`config.mk`:
```
export PLATFORM = sky130hd
export DESIGN_NAME = unary_stream_gen
export DESIGN_NICKNAME = d
export VERILOG_FILES = /design/src/rtl/unary_stream_gen.sv
export SDC_FILE = /design/constraint.sdc
export NUM_CORES = 1
export LEC_CHECK = 0
export ABC_CLOCK_PERIOD_IN_PS = 3000
export CORE_ASPECT_RATIO = 1.5
export CORE_MARGIN = 3
export CORE_UTILIZATION = 53
export CTS_CLUSTER_SIZE = 40
export DETAILED_ROUTE_END_ITERATION = 8
export GPL_TIMING_DRIVEN = 0
export PLACE_DENSITY = 0.78
export SLEW_MARGIN = 20
export SYNTH_ARGS = -nofsm -noshare
export SYNTH_HDL_FRONTEND = slang
export SYNTH_SLANG_ARGS = --single-unit
export TNS_END_PERCENT = 10
```
`constraint.sdc`:
```
create_clock -name clk -period 3 [get_ports clk]
set_input_delay 0.6 -clock clk [delete_from_list [all_inputs] [get_ports clk]]
set_output_delay 0.6 -clock clk [all_outputs]
set_load 0.005 [all_outputs]
```
`src/rtl/unary_stream_gen.sv`:
```
// rtl/unary_stream_gen.sv - binary-to-unary stream sequencer and unary-to-binary decoder for one unary adder
//
// Ports:
//   clk, rst             clock (rising edge), asynchronous active-high reset
//   in_valid, in_ready   operand handshake; in_ready is high only while idle
//   a_val, b_val         binary operands, saturated to LEN when latched
//   A, B                 thermometer-coded operand streams to the adder
//   en, read_or_write    adder controls (read_or_write: 0 = adder reads A/B, 1 = adder writes dout)
//   dout, C              unary result stream and carry/overflow flag from the adder
//   sum, ovf, sum_valid  decoded result, overflow seen, one-cycle update strobe
module unary_stream_gen #(
  parameter int CNT_W  = 4,
  parameter int LEN    = 15,
  parameter int RD_LAT = 1
) (
  input  logic             clk,
  input  logic             rst,
  input  logic             in_valid,
  output logic             in_ready,
  input  logic [CNT_W-1:0] a_val,
  input  logic [CNT_W-1:0] b_val,
  output logic             A,
  output logic             B,
  output logic             en,
  output logic             read_or_write,
  input  logic             dout,
  input  logic             C,
  output logic [CNT_W:0]   sum,
  output logic             ovf,
  output logic             sum_valid
);

  // One position counter serves both the SEND and COLLECT phases.
  localparam int COLL_LEN = RD_LAT + 2 * LEN;
  localparam int POS_W    = $clog2(COLL_LEN + 1);
  localparam int CMP_W    = (POS_W > CNT_W) ? POS_W : CNT_W;

  localparam logic [POS_W-1:0] SEND_LAST = POS_W'(LEN - 1);
  localparam logic [POS_W-1:0] COLL_LAST = POS_W'(COLL_LEN - 1);
  localparam logic [POS_W-1:0] RD_START  = POS_W'(RD_LAT);
  localparam logic [CNT_W-1:0] LEN_VAL   = CNT_W'(LEN);
  localparam logic [CNT_W:0]   CNT_MAX   = (CNT_W + 1)'(2 * LEN);

  typedef enum logic [1:0] {
    S_IDLE,
    S_SEND,
    S_COLLECT,
    S_DONE
  } state_t;

  state_t           state, state_nxt;
  logic [POS_W-1:0] pos, pos_nxt;
  logic [CNT_W-1:0] a_sat, a_sat_nxt;
  logic [CNT_W-1:0] b_sat, b_sat_nxt;
  logic [CNT_W:0]   count, count_nxt;
  logic             flag, flag_nxt;

  logic             a_nxt, b_nxt, en_nxt, rw_nxt, sum_valid_nxt, ovf_nxt;
  logic [CNT_W:0]   sum_nxt;

  assign in_ready = (state == S_IDLE);

  // State and registered outputs
  always_ff @(posedge clk or posedge rst) begin
    if (rst) begin
      state         <= S_IDLE;
      pos           <= '0;
      a_sat         <= '0;
      b_sat         <= '0;
      count         <= '0;
      flag          <= 1'b0;
      A             <= 1'b0;
      B             <= 1'b0;
      en            <= 1'b0;
      read_or_write <= 1'b0;
      sum           <= '0;
      ovf           <= 1'b0;
      sum_valid     <= 1'b0;
    end else begin
      state         <= state_nxt;
      pos           <= pos_nxt;
      a_sat         <= a_sat_nxt;
      b_sat         <= b_sat_nxt;
      count         <= count_nxt;
      flag          <= flag_nxt;
      A             <= a_nxt;
      B             <= b_nxt;
      en            <= en_nxt;
      read_or_write <= rw_nxt;
      sum           <= sum_nxt;
      ovf           <= ovf_nxt;
      sum_valid     <= sum_valid_nxt;
    end
  end

  // Next-state logic
  always_comb begin
    state_nxt = state;
    pos_nxt   = pos;
    a_sat_nxt = a_sat;
    b_sat_nxt = b_sat;
    count_nxt = count;
    flag_nxt  = flag;
    case (state)
      S_IDLE: begin
        if (in_valid) begin
          state_nxt = S_SEND;
          pos_nxt   = '0;
          a_sat_nxt = (a_val > LEN_VAL) ? LEN_VAL : a_val;
          b_sat_nxt = (b_val > LEN_VAL) ? LEN_VAL : b_val;
          count_nxt = '0;
          flag_nxt  = 1'b0;
        end
      end
      S_SEND: begin
        if (pos == SEND_LAST) begin
          state_nxt = S_COLLECT;
          pos_nxt   = '0;
        end else begin
          pos_nxt = pos + POS_W'(1);
        end
      end
      S_COLLECT: begin
        // dout is meaningless for the first RD_LAT cycles of write mode
        if ((pos >= RD_START) && dout && (count != CNT_MAX)) begin
          count_nxt = count + (CNT_W + 1)'(1);
        end
        if (C) begin
          flag_nxt = 1'b1;
        end
        if (pos == COLL_LAST) begin
          state_nxt = S_DONE;
          pos_nxt   = '0;
        end else begin
          pos_nxt = pos + POS_W'(1);
        end
      end
      S_DONE: begin
        state_nxt = S_IDLE;
      end
      default: begin
        state_nxt = S_IDLE;
      end
    endcase
  end

  // Output logic: computed from the next state so that every output is a
  // flop yet lines up with the cycle its state is active in. The result is
  // captured from count_nxt so the final COLLECT sample is included.
  always_comb begin
    a_nxt         = (state_nxt == S_SEND) && (CMP_W'(pos_nxt) < CMP_W'(a_sat_nxt));
    b_nxt         = (state_nxt == S_SEND) && (CMP_W'(pos_nxt) < CMP_W'(b_sat_nxt));
    en_nxt        = (state_nxt == S_SEND) || (state_nxt == S_COLLECT);
    rw_nxt        = (state_nxt == S_COLLECT);
    sum_valid_nxt = (state_nxt == S_DONE);
    sum_nxt       = sum;
    ovf_nxt       = ovf;
    if (state_nxt == S_DONE) begin
      sum_nxt = count_nxt;
      ovf_nxt = flag_nxt;
    end
  end

endmodule

```
# Yosys cells after proc, flatten, opt, wreduce, memory -nomap -nowiden
# Cells that the tools add are included.
# W data, S select, Z words.
op_classes:
  n_addsub: 2
  multipliers: 0
  div: 0
  magnitude_cmp: 5
  eq_ne: 9
  shift: 0
  n_mux: 20
  bitwise_logic: 0
  n_reduce_logical: 6
op_table:
  columns: ["operator", "n"]
  rows:
  - ["$mux W5", 5]
  - ["$mux W4", 6]
  - ["$pmux W5 S3", 1]
  - ["$add A5 B1 Y5 const B", 2]
  - ["$lt A5 B4 Y1", 2]
  - ["$pmux W5 S2", 1]
  - ["$eq A2 B2 Y1 const B", 4]
  - ["$gt A4 B4 Y1 const B", 2]
  - ["$pmux W2 S4", 1]
  - ["$mux W2", 3]
  - ["$eq A5 B4 Y1 const B", 1]
  - ["$eq A5 B5 Y1 const B", 1]
  - ["$ge A5 B1 Y1 const B", 1]
  - ["$ne A5 B5 Y1 const B", 1]
  - ["$eq A2 B1 Y1 const B", 2]
  - ["$logic_and A1 B1 Y1", 4]
  - ["$logic_not A2 Y1", 1]
  - ["$mux W1", 2]
  - ["$pmux W1 S2", 1]
  - ["$logic_or A1 B1 Y1", 1]
word_totals:
  register_bits: 32
  latchBits: 0
  ram_bits: 0
  mem_bits_ro: 0
  in_bits: 13
  out_inout_bits: 12
  elab_cells: 55
  memories: 0

# Logic depth before layout (Yosys ltp)
logic_depth:
  word_depth: 6
  mapped_depth: 12
  mapped_depth_nobuf: 12

# Worst setup path after synthesis
# No wires, ideal clock.
synth_timing:
  path_type: "register to register"
  start: "register pos[0]"
  end: "register A"
  arrival_ns: 2.067
  t_required_ns: 2.895
  path_slack_ns: 0.828
  stages_incl_launch_ff: 13
  path_buffers: 0
  synth_period_minus_slack_ns: 2.172
  cell_sequence: "dfrtp_1 inv_1 ha_1 nand3_1 o2bb2ai_2 o21ai_0 nand2_1 o21ai_0 ha_1 o21a_1 o21ai_0 a31oi_1 nor4b_1"
synth_via:
  elab_chain_cells: 5
  word_cells_on_any_way: 13
  classes_between: "add/sub (1); order compare (1); eq/ne (3); mux (7); reduce/logical (1)"
synth_rtl:
  columns: ["item", "line", "source"]
  rows:
  - ["start, declared", "52", "logic [POS_W-1:0] pos, pos_nxt;"]
  - ["start signal, assigned", "81", "pos <= pos_nxt;"]
  - ["$add A5 B1 Y5, or another cell as far along", "120, 135", null]
  - ["$mux W5, on equally long branches", "131, 116", null]
  - ["$pmux W5 S3 *", "104", "case (state)"]
  - ["via pos_nxt[2]", "52", null]
  - ["$lt A5 B4 Y1 *", "151", "a_nxt = (state_nxt == S_SEND) && (CMP_W'(pos_nxt) < CMP_W'(a_sat_nxt));"]
  - ["$logic_and A1 B1 Y1 *", "151", null]
  - ["via a_nxt", "58", "logic a_nxt, b_nxt, en_nxt, rw_nxt, sum_valid_nxt, ovf_nxt;"]
  - ["end signal, assigned", "86", "A <= a_nxt;"]
  - ["end, declared", "22", "output logic A,"]
# The timed path passes the listed nets; every way through them passes the cells marked *.
# A chain may end at the register's enable or synchronous reset.

# Final worst setup path
layout_timing:
  start: "input in_valid"
  end: "register A"
layout_via:
  elab_chain_cells: 4
  word_cells_on_any_way: 9
  classes_between: "order compare (1); eq/ne (1); mux (6); reduce/logical (1)"
layout_rtl:
  columns: ["item", "line", "source"]
  rows:
  - ["start, declared", "18", "input logic in_valid,"]
  - ["$mux W5", "106", "if (in_valid) begin"]
  - ["$pmux W5 S3", "104", null]
  - ["via pos_nxt[2]", "52", null]
  - ["$lt A5 B4 Y1", "151", null]
  - ["$logic_and A1 B1 Y1", "151", null]
  - ["via a_nxt", "58", null]
# The timed path passes the listed nets, and every way through them passes these cells.

==> metrics <==
Yosys warnings=0; Sw Share=about 35%; drt wl/cell=14.57 µm; Final Hold Vio Count=0; Post-CTS Setup Bufs=0; fmax=about 0.37 GHz; drt via density=5.413; hold slack=497.6 ps; Initial Utilization=56.23%; drt total wl=3.250 mm; flops & latches, synth=32; M1 WL=1.225 mm; met3 WL=just over 100 µm; vias in the first global route=roughly 1.3k; min setup slack post-route=325.3 ps; Setup CP Type=in2reg; skew final=2.919 ps; CTS tree=built; RSZ-0062 raised after global routing=false; clock latency on the worst-skew pair=roughly 290 ps; Final period util=89.16%; WL met2=1.852 mm; setup TNS=0 ps; Static Leak=0.9635 nW; worst hold path depth=2; Max-Slew Margin vs Limit=a little under three fifths; first-pass GRT wire length=5.582 mm; largest net degree at the start of global routing=33; Final setup violation count=0; maximum VDD drop=0.6805 mV; Cell Count Post-Placement=216; PostCTS Resize Cnt=0; GRT Overall Usage=roughly a fifth; asr flop ratio synth=100.0%; grt ovf=0; clock buffer depth=2; Synth Flop Type=dfrtp_1; worst slew pin tran=between 600 and 700 ps; critical path fanouts, max=5; Die Wd=51.86 µm; Tmin final=2675 ps; Cell Int Power=1.138 mW; hpwl dp=2.521 mm; status=complete, no violations; max-cap violations=0; antenna-violating nets left=0; Mapped Nets=180; PortBufs=24; pwr dens=856.3 nW/µm²; Reg2Reg Depth=12; TritonRoute pass-1 iters=4; crit end category=flip-flop; max-slew violation count=0; fraction of layout cells with a size suffix above 1=14.13%; Remaining DRCs=0; sw power=between 0.6 and 0.7 mW; Root Driver=clkbuf_8; Cells after Synth=153; synthesized cell area=between 1500 and 2000 µm²; EDFF count, synth=0; power share of the combinational group=43.5%; total power=~1.8 mW; placed cell area=1961 µm²; io pins=25; H-tree Lvls=2; critical path data required time=between 3000 and 4000 ps; Die ar.=between 3000 and 4000 µm²; Synth Area per Inst=between 10 and 15 µm²; Filler cells=210; Clk pwr share=20.2%; pre-CTS WS=49.90 ps; n_diodes=0; initial antenna violation count=0; vias post-DR=1207; # rows=24; routability cong.=0.7550; post-layout util=69.19%; Hold Crit Class=reg2reg; clk slew on worst S/H paths=approximately 60 ps; Seq/Total Area, Yosys=47.90%; fin area=2057 µm²; Reg power frac=36.4%; Placeable Area=2973 µm²; synth-to-layout area growth=23.05%; starting DRC count in detailed routing=26; Critical Path AT=about 2800 ps; crit start category=primary input; Max Used Layer=met4; non-filler cells, final=223; synth unique cells=41; total CTS buffers=5; hold buffer count at CTS=0; Die Height=roughly 75 µm; clk sink count=32; Final nets=approximately 210
## flip-flops by register name, indices dropped and copies added (netlist names)
register and cells:
a_sat 4, state 2, count 5, en 1, flag 1, pos 5
read_or_write 1, b_sat 4, sum 5, ovf 1, A 1, sum_valid 1
B 1
## worst max-delay path, cell delays in order
cell	delay [ps]
clkdlybuf4s50_1	560
nor3_1	80
a21oi_1	210
o21ai_0	130
nand2_1	90
o21ai_0	170
ha_1	330
o21a_1	100
o21ai_0	140
a31oi_1	70
nor4b_1	350
## area by class of cell
class                      instances  area (µm²)  share of cell area [%]
tap                               39       48.80                   2.372
timing repair buffer              24       240.2                   11.68
sequential                        32       800.8                   38.93
buffer                             5       25.02                   1.217
inverter                          16       60.06                   2.920
multi-input combinational        100       785.8                   38.20
clock buffer                       7       96.34                   4.684
## cells in the mapped netlist (2+ instances only)
cell type  instances  area [µm²]
o21a_1             2       15.01
mux2i_1            8       80.08
dfrtp_1           32       800.8
o21ai_1            3       15.01
nor3_1             2       10.01
inv_1             16       60.06
mux2_2             7       78.83
nand2_1            9       33.78
nand2b_1           3       18.77
a31oi_1            3       18.77
o21ai_0            9       45.04
buf_2              2       10.01
nand3_1            6       30.03
ha_1              14       175.2
nor4b_1            2       17.52
nor2_1             8       30.03
a21oi_1            3       15.01
## power by group through the flow
stage                     Combinational, mW  Clock (mW)  Sequential [mW]
after floorplan                       0.527           0            0.634
after global placement                0.727           0            0.641
after detailed placement              0.767           0            0.650
after CTS                             0.773       0.358            0.642
after global routing                  0.864       0.380            0.654
final                                 0.765       0.355            0.641
## cells in the final DEF, fill, tap and decap left out, types with 6 or more instances in the layout
master	count
nor2_1	8
inv_1	15
dfrtp_1	32
mux2i_1	8
ha_1	14
nand3_1	6
clkdlybuf4s50_1	24
nand2_1	9
clkbuf_8	7
mux2_2	7
o21ai_0	9
## cells by family after synthesis
family	Yosys count	synth area share [%]
buf+inv	21	5.090
compound gates	31	13.62
simple gates	38	11.98
flops	32	47.90
fa+ha+maj	14	10.48
xor+xnor	1	0.5240
mux	16	10.40
## layer usage
| layer | up-vias | track usage (%) |
|---|---|---|
| met5 | - | 0 |
| met4 | 0 | 11.08 |
| met3 | 7 | 6.139 |
| met2 | 21 | 36.36 |
| met1 | 591 | 19.08 |
| li1 | 588 | - |
## path summary, 6_finish.rpt
check	start	end	slack, ps
setup / recovery	in_valid	A	330
hold / removal	a_sat[1]	a_sat[1]	500
setup reg to reg	pos[0]	A	340
hold reg to reg	a_sat[1]	a_sat[1]	500
max in group asynchronous	rst	pos[3]	1850
min in group asynchronous	rst	en	720
Note: power is estimated with default switching activity, not from simulation.
